[src/rtl/priority_arbiter8.sv]
// -----------------------------------------------------------------------------
// priority_arbiter8
//
// Eight-requester arbiter with a bounded grant hold time. A winner is chosen
// from IDLE, latched for the whole grant, and released on done, on loss of
// its own request, on en dropping, or after MAX_HOLD consecutive cycles. Every
// release passes through one IDLE cycle, so back-to-back grants are always
// separated by exactly one idle cycle.
//
// Optional feature (compile-time macro):
//   ROUND_ROBIN_EN  - rotate priority with a 3-bit last-grant pointer so the
//                     most recent grantee has lowest priority. Without it the
//                     winner is the highest set index of req (bit 7 highest).
//
// Parameters:
//   MAX_HOLD  - maximum consecutive grant cycles, legal range 2..256
//
// Ports:
//   clk      in   clock, all state updates on the rising edge
//   rst      in   asynchronous active-high reset
//   en       in   arbiter enable
//   req      in   [7:0] request vector, bit i = requester i
//   done     in   current grantee releases the resource
//   gnt      out  [7:0] one-hot grant, registered
//   gnt_id   out  [2:0] binary index of the grantee, registered (0 when idle)
//   valid    out  grant active, registered
//   timeout  out  one-cycle pulse on a release forced by the hold limit
// -----------------------------------------------------------------------------
module priority_arbiter8 #(
    parameter int unsigned MAX_HOLD = 16
) (
    input  logic       clk,
    input  logic       rst,
    input  logic       en,
    input  logic [7:0] req,
    input  logic       done,
    output logic [7:0] gnt,
    output logic [2:0] gnt_id,
    output logic       valid,
    output logic       timeout
);

    // Counter only ever needs to reach MAX_HOLD-1.
    localparam int unsigned CNT_W = (MAX_HOLD > 2) ? $clog2(MAX_HOLD) : 1;
    localparam logic [CNT_W-1:0] HOLD_LAST = CNT_W'(MAX_HOLD - 1);

    typedef enum logic {
        IDLE  = 1'b0,
        GRANT = 1'b1
    } state_t;

    state_t           state_q,    state_d;
    logic [7:0]       gnt_q,      gnt_d;
    logic [2:0]       gnt_id_q,   gnt_id_d;
    logic             valid_q,    valid_d;
    logic             timeout_q,  timeout_d;
    logic [CNT_W-1:0] hold_cnt_q, hold_cnt_d;

    logic [2:0]       winner;
    logic             hold_at_max;
    logic             release_grant;
    logic             own_req;

`ifdef ROUND_ROBIN_EN
    logic [2:0]       last_q, last_d;

    // Search last-1, last-2, ... wrapping, ending at last itself, so the most
    // recent grantee is considered only when nobody else is asking.
    function automatic logic [2:0] pick_rr(input logic [7:0] r,
                                           input logic [2:0] last);
        logic [2:0] w;
        logic [2:0] idx;
        logic       found;
        w     = '0;
        found = 1'b0;
        for (int k = 1; k <= 8; k++) begin
            idx = last - 3'(k);
            if (!found && r[idx]) begin
                w     = idx;
                found = 1'b1;
            end
        end
        return w;
    endfunction

    always_comb begin
        winner = pick_rr(req, last_q);
    end
`else
    // Ascending scan: the last set bit seen is the highest index, which wins.
    function automatic logic [2:0] pick_fixed(input logic [7:0] r);
        logic [2:0] w;
        w = '0;
        for (int i = 0; i < 8; i++) begin
            if (r[i]) begin
                w = 3'(i);
            end
        end
        return w;
    endfunction

    always_comb begin
        winner = pick_fixed(req);
    end
`endif

    // Release conditions are evaluated against the latched grantee only;
    // other requesters have no influence while a grant is held.
    assign own_req       = req[gnt_id_q];
    assign hold_at_max   = (hold_cnt_q == HOLD_LAST);
    assign release_grant = done | ~own_req | ~en | hold_at_max;

    // NOTE: every signal written here gets a default first, so no path through
    // the case/if tree can leave one unassigned and infer a latch.
    always_comb begin
        state_d    = state_q;
        gnt_d      = gnt_q;
        gnt_id_d   = gnt_id_q;
        valid_d    = valid_q;
        timeout_d  = 1'b0;
        hold_cnt_d = hold_cnt_q;
`ifdef ROUND_ROBIN_EN
        last_d     = last_q;
`endif

        case (state_q)
            IDLE: begin
                hold_cnt_d = '0;
                if (en && (req != 8'h00)) begin
                    state_d  = GRANT;
                    gnt_d    = 8'h01 << winner;
                    gnt_id_d = winner;
                    valid_d  = 1'b1;
`ifdef ROUND_ROBIN_EN
                    last_d   = winner;
`endif
                end else begin
                    gnt_d    = '0;
                    gnt_id_d = '0;
                    valid_d  = 1'b0;
                end
            end

            GRANT: begin
                if (release_grant) begin
                    state_d    = IDLE;
                    gnt_d      = '0;
                    gnt_id_d   = '0;
                    valid_d    = 1'b0;
                    hold_cnt_d = '0;
                    // Pulse only when the hold limit is the sole cause.
                    timeout_d  = hold_at_max & ~done & own_req & en;
                end else begin
                    hold_cnt_d = hold_cnt_q + CNT_W'(1);
                end
            end

            default: begin
                state_d    = IDLE;
                gnt_d      = '0;
                gnt_id_d   = '0;
                valid_d    = 1'b0;
                hold_cnt_d = '0;
            end
        endcase
    end

    // NOTE: sequential state uses non-blocking assignments so every register
    // samples the pre-edge values regardless of statement order.
    always_ff @(posedge clk or posedge rst) begin
        if (rst) begin
            state_q    <= IDLE;
            gnt_q      <= '0;
            gnt_id_q   <= '0;
            valid_q    <= 1'b0;
            timeout_q  <= 1'b0;
            hold_cnt_q <= '0;
        end else begin
            state_q    <= state_d;
            gnt_q      <= gnt_d;
            gnt_id_q   <= gnt_id_d;
            valid_q    <= valid_d;
            timeout_q  <= timeout_d;
            hold_cnt_q <= hold_cnt_d;
        end
    end

`ifdef ROUND_ROBIN_EN
    always_ff @(posedge clk or posedge rst) begin
        if (rst) begin
            last_q <= '0;
        end else begin
            last_q <= last_d;
        end
    end
`endif

    assign gnt     = gnt_q;
    assign gnt_id  = gnt_id_q;
    assign valid   = valid_q;
    assign timeout = timeout_q;

endmodule

[config.mk]
export PLATFORM = sky130hd
export DESIGN_NAME = priority_arbiter8
export DESIGN_NICKNAME = d
export VERILOG_FILES = /design/src/rtl/priority_arbiter8.sv
export SDC_FILE = /design/constraint.sdc
export NUM_CORES = 1
export LEC_CHECK = 0
export BUFFER_PORTS_ARGS = -buffer_cell sky130_fd_sc_hd__buf_2
export CAP_MARGIN = 10
export CORE_MARGIN = 3
export CORE_UTILIZATION = 34
export CTS_CLUSTER_SIZE = 16
export DETAILED_ROUTE_END_ITERATION = 16
export PLACE_DENSITY = 0.66
export SLEW_MARGIN = 20
export SYNTH_ARGS = -nofsm -noshare
export SYNTH_HDL_FRONTEND = slang
export SYNTH_SLANG_ARGS = --single-unit
[constraint.sdc]
create_clock -name clk -period 1.95 [get_ports clk]
set_input_delay 0.0975 -clock clk [delete_from_list [all_inputs] [get_ports clk]]
set_output_delay 0.0975 -clock clk [all_outputs]
set_load 0.005 [all_outputs]
# Word level (Yosys, flattened, before mapping)

Cells that the tools add are included.

Add/subtract/negate cells: 1
Magnitude comparators: 1
Eq/ne operators: 2
Shift operators: 1
Mux-type cells: 24
Bitwise gates (word level): 10
Reduce and logical (&&, ||, !) cells: 2

Operators by type and width:

| cell                                                                          | number |
|---|---|
| 3-bit 2-to-1 mux                                                              | 8 |
| 8-bit 2-to-1 mux                                                              | 2 |
| 8-bit one-hot mux with 2 select lines                                         | 1 |
| 4-bit one-hot mux with 2 select lines                                         | 1 |
| 8-bit nonzero test                                                            | 1 |
| 1-bit by 3-bit << shifter with 8-bit output (first input constant)            | 1 |
| 1-bit 2-to-1 mux                                                              | 7 |
| 3-bit one-hot mux with 2 select lines                                         | 1 |
| 4-bit by 1-bit adder with 4-bit output (second input constant)                | 1 |
| 4-bit == test (second input constant)                                         | 1 |
| 3-bit by 4-bit less-than comparator with 1-bit output (second input constant) | 1 |
| 4-bit 2-to-1 mux                                                              | 1 |
| 1-bit NOT                                                                     | 4 |
| 1-bit one-hot mux with 2 select lines                                         | 2 |
| 1-bit AND                                                                     | 3 |
| 1-bit binary-select mux with 3-bit select                                     | 1 |
| 1-bit OR                                                                      | 3 |
| 2-bit by 1-bit inequality test with 1-bit output (second input constant)      | 1 |
| 1-bit logical AND                                                             | 1 |

Register bits after elaboration: 18
Input bits: 12
Output and inout port bits: 13

# Longest topological paths before layout

Depth in word-level cells: 10
Gate-level depth with buffers: 6

# Worst setup path before layout

Ideal clock, no wire load.

Path kind: reg2reg
Start point: reg gnt_id_q[1] (netlist: gnt_id[1])
End point: reg gnt_q[4] (netlist: gnt[4])
Library setup time: 0.122 ns
Arrival: 1.557 ns
Required time: 1.828 ns
Path slack: 0.272 ns
Stages on the path, launching flop included: 6
Path buffers: 1
Clock period less this slack: 1.678 ns
Cell sequence: dfrtp_1 -> mux2_2 -> o311ai_4 -> nor3b_4 -> buf_6 -> a32o_1

Cells in the longest elaborated chain, start to end: 7

RTL lines:

| what                                                       | RTL line | text |
|---|---|---|
| start, declared                                            | 54       | `logic [2:0] gnt_id_q, gnt_id_d;` |
| start signal, assigned                                     | 181      | `gnt_id_q <= gnt_id_d;` |
| 1-bit binary-select mux with 3-bit select                  | 109      | `assign own_req = req[gnt_id_q];` |
| 1-bit 2-to-1 mux (not written as such)                     | 109      |  |
| 1-bit NOT                                                  | 111      | `assign release_grant = done \| ~own_req \| ~en \| hold_at_max;` |
| 1-bit OR (3 in series)                                     | 111      |  |
| 2-bit by 1-bit inequality test with 1-bit output (no line) | -        |  |
| end signal, assigned                                       | 180      | `gnt_q <= gnt_d;` |
| end, declared                                              | 53       | `logic [7:0] gnt_q, gnt_d;` |

No other way between the ends. The select of a mux whose other input is x is not followed.
A chain may end at the register's enable or synchronous reset.

# Final worst setup path

Start point: reg gnt_id_q[1] (netlist: gnt_id[1])
End point: reg state_q

Cells in the longest elaborated chain, start to end: 8

RTL lines:

| what                                      | RTL line | text |
|---|---|---|
| 1-bit binary-select mux with 3-bit select | 109      |  |
| 1-bit 2-to-1 mux (not written as such)    | 109      |  |
| 1-bit NOT                                 | 111      |  |
| 1-bit OR (3 in series)                    | 111      |  |
| 1-bit 2-to-1 mux                          | 145      | `if (release_grant) begin` |
| 1-bit one-hot mux with 2 select lines     | 126      | `case (state_q)` |
| net state_d                               | 52       | `state_t state_q, state_d;` |
| end signal, assigned                      | 179      | `state_q <= state_d;` |
| end, declared                             | 52       |  |

The timed path passes the listed nets, and every way through them passes these cells. The select of a mux whose other input is x is not followed.

==> results_dict.tcl <==
set metrics [dict create \
    clock_latency_ns 0.30 \
    initial_core_util 0.362 \
    ir_drop_mv 0.433 \
    r2r_cells 4 \
    postCtsHoldBufs 1 \
    cts_resized 0 \
    grt_max_degree 19 \
    grt_overflow 0 \
    crit_path_start_kind "register" \
    power.share.sequential 0.533 \
    synthAdderAreaFrac 0.0137 \
    finalCritPeriodShare 0.917 \
    yosysSeqAreaShare 0.493 \
    fin_setup_tns_ns 0 \
    cts_root_buf "clkbuf_4" \
    ant_nets 0 \
    ys_warn_count 0 \
    io_pins 25 \
    dp_hpwl_um 1470 \
    p_sw_frac 0.270 \
    port_buffers 24 \
    layout_commonest_cell "buf_2" \
    post_cts_buffers 0 \
    final_area_um2 1110 \
    synth_top_family_by_area "compound AO/OA/AOI/OAI gates" \
    switchingPower_mw 0.206 \
    drcViolationCount 0 \
    reg2reg_to "state_q" \
    skew_ns 0.0123 \
    n_antenna_cell 0 \
    cp_cell_sequence "mux2_2, o311ai_4, nor3b_4, or2_2" \
    grt_usage 0.134 \
    syn_area_per_cell_um2 11.9 \
    synth_xor_area_frac 0.0192 \
    finalSetupViolCount 0 \
    fillCellCount 249 \
    grt_first_pass_wirelength_um 3460 \
    die-area_um2 3340 \
    cpLargestDelayFamily "flip-flops" \
    dr.pass1.iters 4 \
    synth_area_um2 913 \
    drive_above_1_share 0.343 \
    drtIter0Drc 18 \
    reg2reg_slack_ns 0.16 \
    synth_compound_area_frac 0.229 \
    final_util 0.438 \
    maxSlewHeadroom 0.513 \
    wl_um 1970 \
    synthesis.nets 90 \
    wire_per_inst_um 14.6 \
    vias 718 \
    cap_violations 0 \
    place_congestion 0.828 \
    hold_depth 2 \
    cp-startpoint "gnt_id[1]" \
    cts_tree "yes" \
    dieHeight_um 57.8 \
    die_w_um 57.8 \
    cp_max_fo 14 \
    synth-simple-area-share 0.177 \
    p_leak_nw 0.539 \
    final_hold_viol_count 0 \
    finalNetCount 119 \
    cts_max_level 1 \
    cp.required_ns 2.15 \
    ctsLongestPathBuffers 2 \
    final_cell_mix "24 x buf_2, 18 x dfrtp_1, 5 x inv_1" \
    finalCriticalPeriod_ns 1.79 \
    hp-class "in2reg" \
    cp-end-kind "register" \
    fin_hold_ws_ns 0.0910 \
    cts_sinks 18 \
    cp_num_buf_inv 0 \
    min_from "req[7]" \
    outcome "complete, no violations" \
    worst-setup-path-type "reg2reg" \
    first_global_vias 753 \
    rsz0062_at_grt "no" \
    numCtsBuffers 3 \
    synth_cell_types 32 \
    rows 18 \
    worst-slew-pin-transition_ns 0.721 \
    clk_pin_slew_ns 0.11 \
    cp_slowest_cell "dfrtp_1" \
    p_int_mw 0.559 \
    p_comb_frac 0.161 \
    slew_viol_final 0 \
    core_area_um2 2520 \
    power.density_nw_per_um2 692 \
    r2r_start "gnt_id[1]" \
    arrival_ns 1.99 \
    area_growth_pct 21.1 \
    antenna_found_initial 0 \
    viasPerCell 5.32 \
    synthMuxAreaShare 0.0356 \
    fmax_mhz 559 \
    p_clk_frac 0.306 \
    min_to "gnt[7]" \
    place_area_um2 1060 \
    critPathMaxStageDelay_ns 0.51 \
    synthCells 77 \
    ys_ff_latch 18 \
]
registers in the layout, summed over array words and instances (netlist names):
register / cells
valid: 1
gnt: 8
hold_cnt_q: 4
gnt_id: 3
timeout: 1
state_q: 1
metrics by stage:
step           std cells  power [mW]  setup WS, ns
2_1_floorplan         77       0.492         0.272
3_3_place_gp         130       0.537         0.209
3_5_place_dp         130       0.539         0.179
4_1_cts              135       0.780         0.152
5_1_grt              135       0.811        0.0718
6_report             135       0.765         0.161
Yosys cell counts:
cell type | number | area share
o21ba_2 | 1 | 0.011
ha_1 | 1 | 0.014
a21o_1 | 1 | 0.0082
and2_1 | 1 | 0.0069
or2_2 | 2 | 0.014
a32o_1 | 4 | 0.044
mux2i_1 | 1 | 0.011
a2111oi_2 | 1 | 0.016
a21oi_1 | 2 | 0.011
a22o_1 | 4 | 0.038
o2bb2ai_1 | 3 | 0.029
a2bb2oi_2 | 1 | 0.016
nand2b_1 | 4 | 0.027
nand3b_1 | 1 | 0.0082
nor2_1 | 3 | 0.012
nand3_1 | 2 | 0.011
o311ai_0 | 1 | 0.0096
inv_1 | 5 | 0.021
xnor2_1 | 1 | 0.0096
mux2_1 | 1 | 0.012
nand2_1 | 1 | 0.0041
dfrtp_1 | 18 | 0.49
nor3_1 | 4 | 0.022
and3b_1 | 1 | 0.0096
nor4_1 | 2 | 0.014
nor3b_4 | 1 | 0.021
xor2_1 | 1 | 0.0096
o311ai_4 | 1 | 0.029
mux2_2 | 1 | 0.012
o31ai_1 | 2 | 0.016
nor2b_1 | 4 | 0.027
buf_6 | 1 | 0.012
cell families after synthesis:
group / count (synthesis)
compound gates: 21
buf+inv: 6
xor+xnor: 2
flops: 18
mux: 3
fa+ha+maj: 1
simple gates: 26
power groups by stage:
stage	Combinational (mW)	Clock, mW	Sequential (mW)
6_report	0.123	0.234	0.408
5_1_grt	0.136	0.264	0.412
4_1_cts	0.125	0.246	0.408
3_5_place_dp	0.124	0	0.415
3_3_place_gp	0.122	0	0.415
2_1_floorplan	0.0781	0	0.413
per-layer routing:
layer	track usage	wire length, um	up-vias
met5	0	0	-
met4	0.0298	26	0
met3	0.0535	126	4
met2	0.218	925	22
met1	0.168	890	346
li1	-	-	346
worst max-delay path by stage:
stage	endpoint	slack, ns	depth (start not counted)
5_1_grt	state_q	0.07	4
6_report	state_q	0.16	4
3_3_place_gp	state_q	0.21	4
3_5_place_dp	state_q	0.18	4
4_1_cts	state_q	0.15	4
2_1_floorplan	gnt[4]	0.27	5
cell type report:
| class | count | area (um2) | share of cell area |
|---|---|---|---|
| clock buffers | 4 | 36.3 | 0.0328 |
| inverters | 5 | 18.8 | 0.0170 |
| multi-input cells | 53 | 433 | 0.391 |
| flip-flops and latches | 18 | 450 | 0.407 |
| well taps | 30 | 37.5 | 0.0339 |
| repair buffers | 25 | 130 | 0.118 |
(Power assumes the default switching activity.)
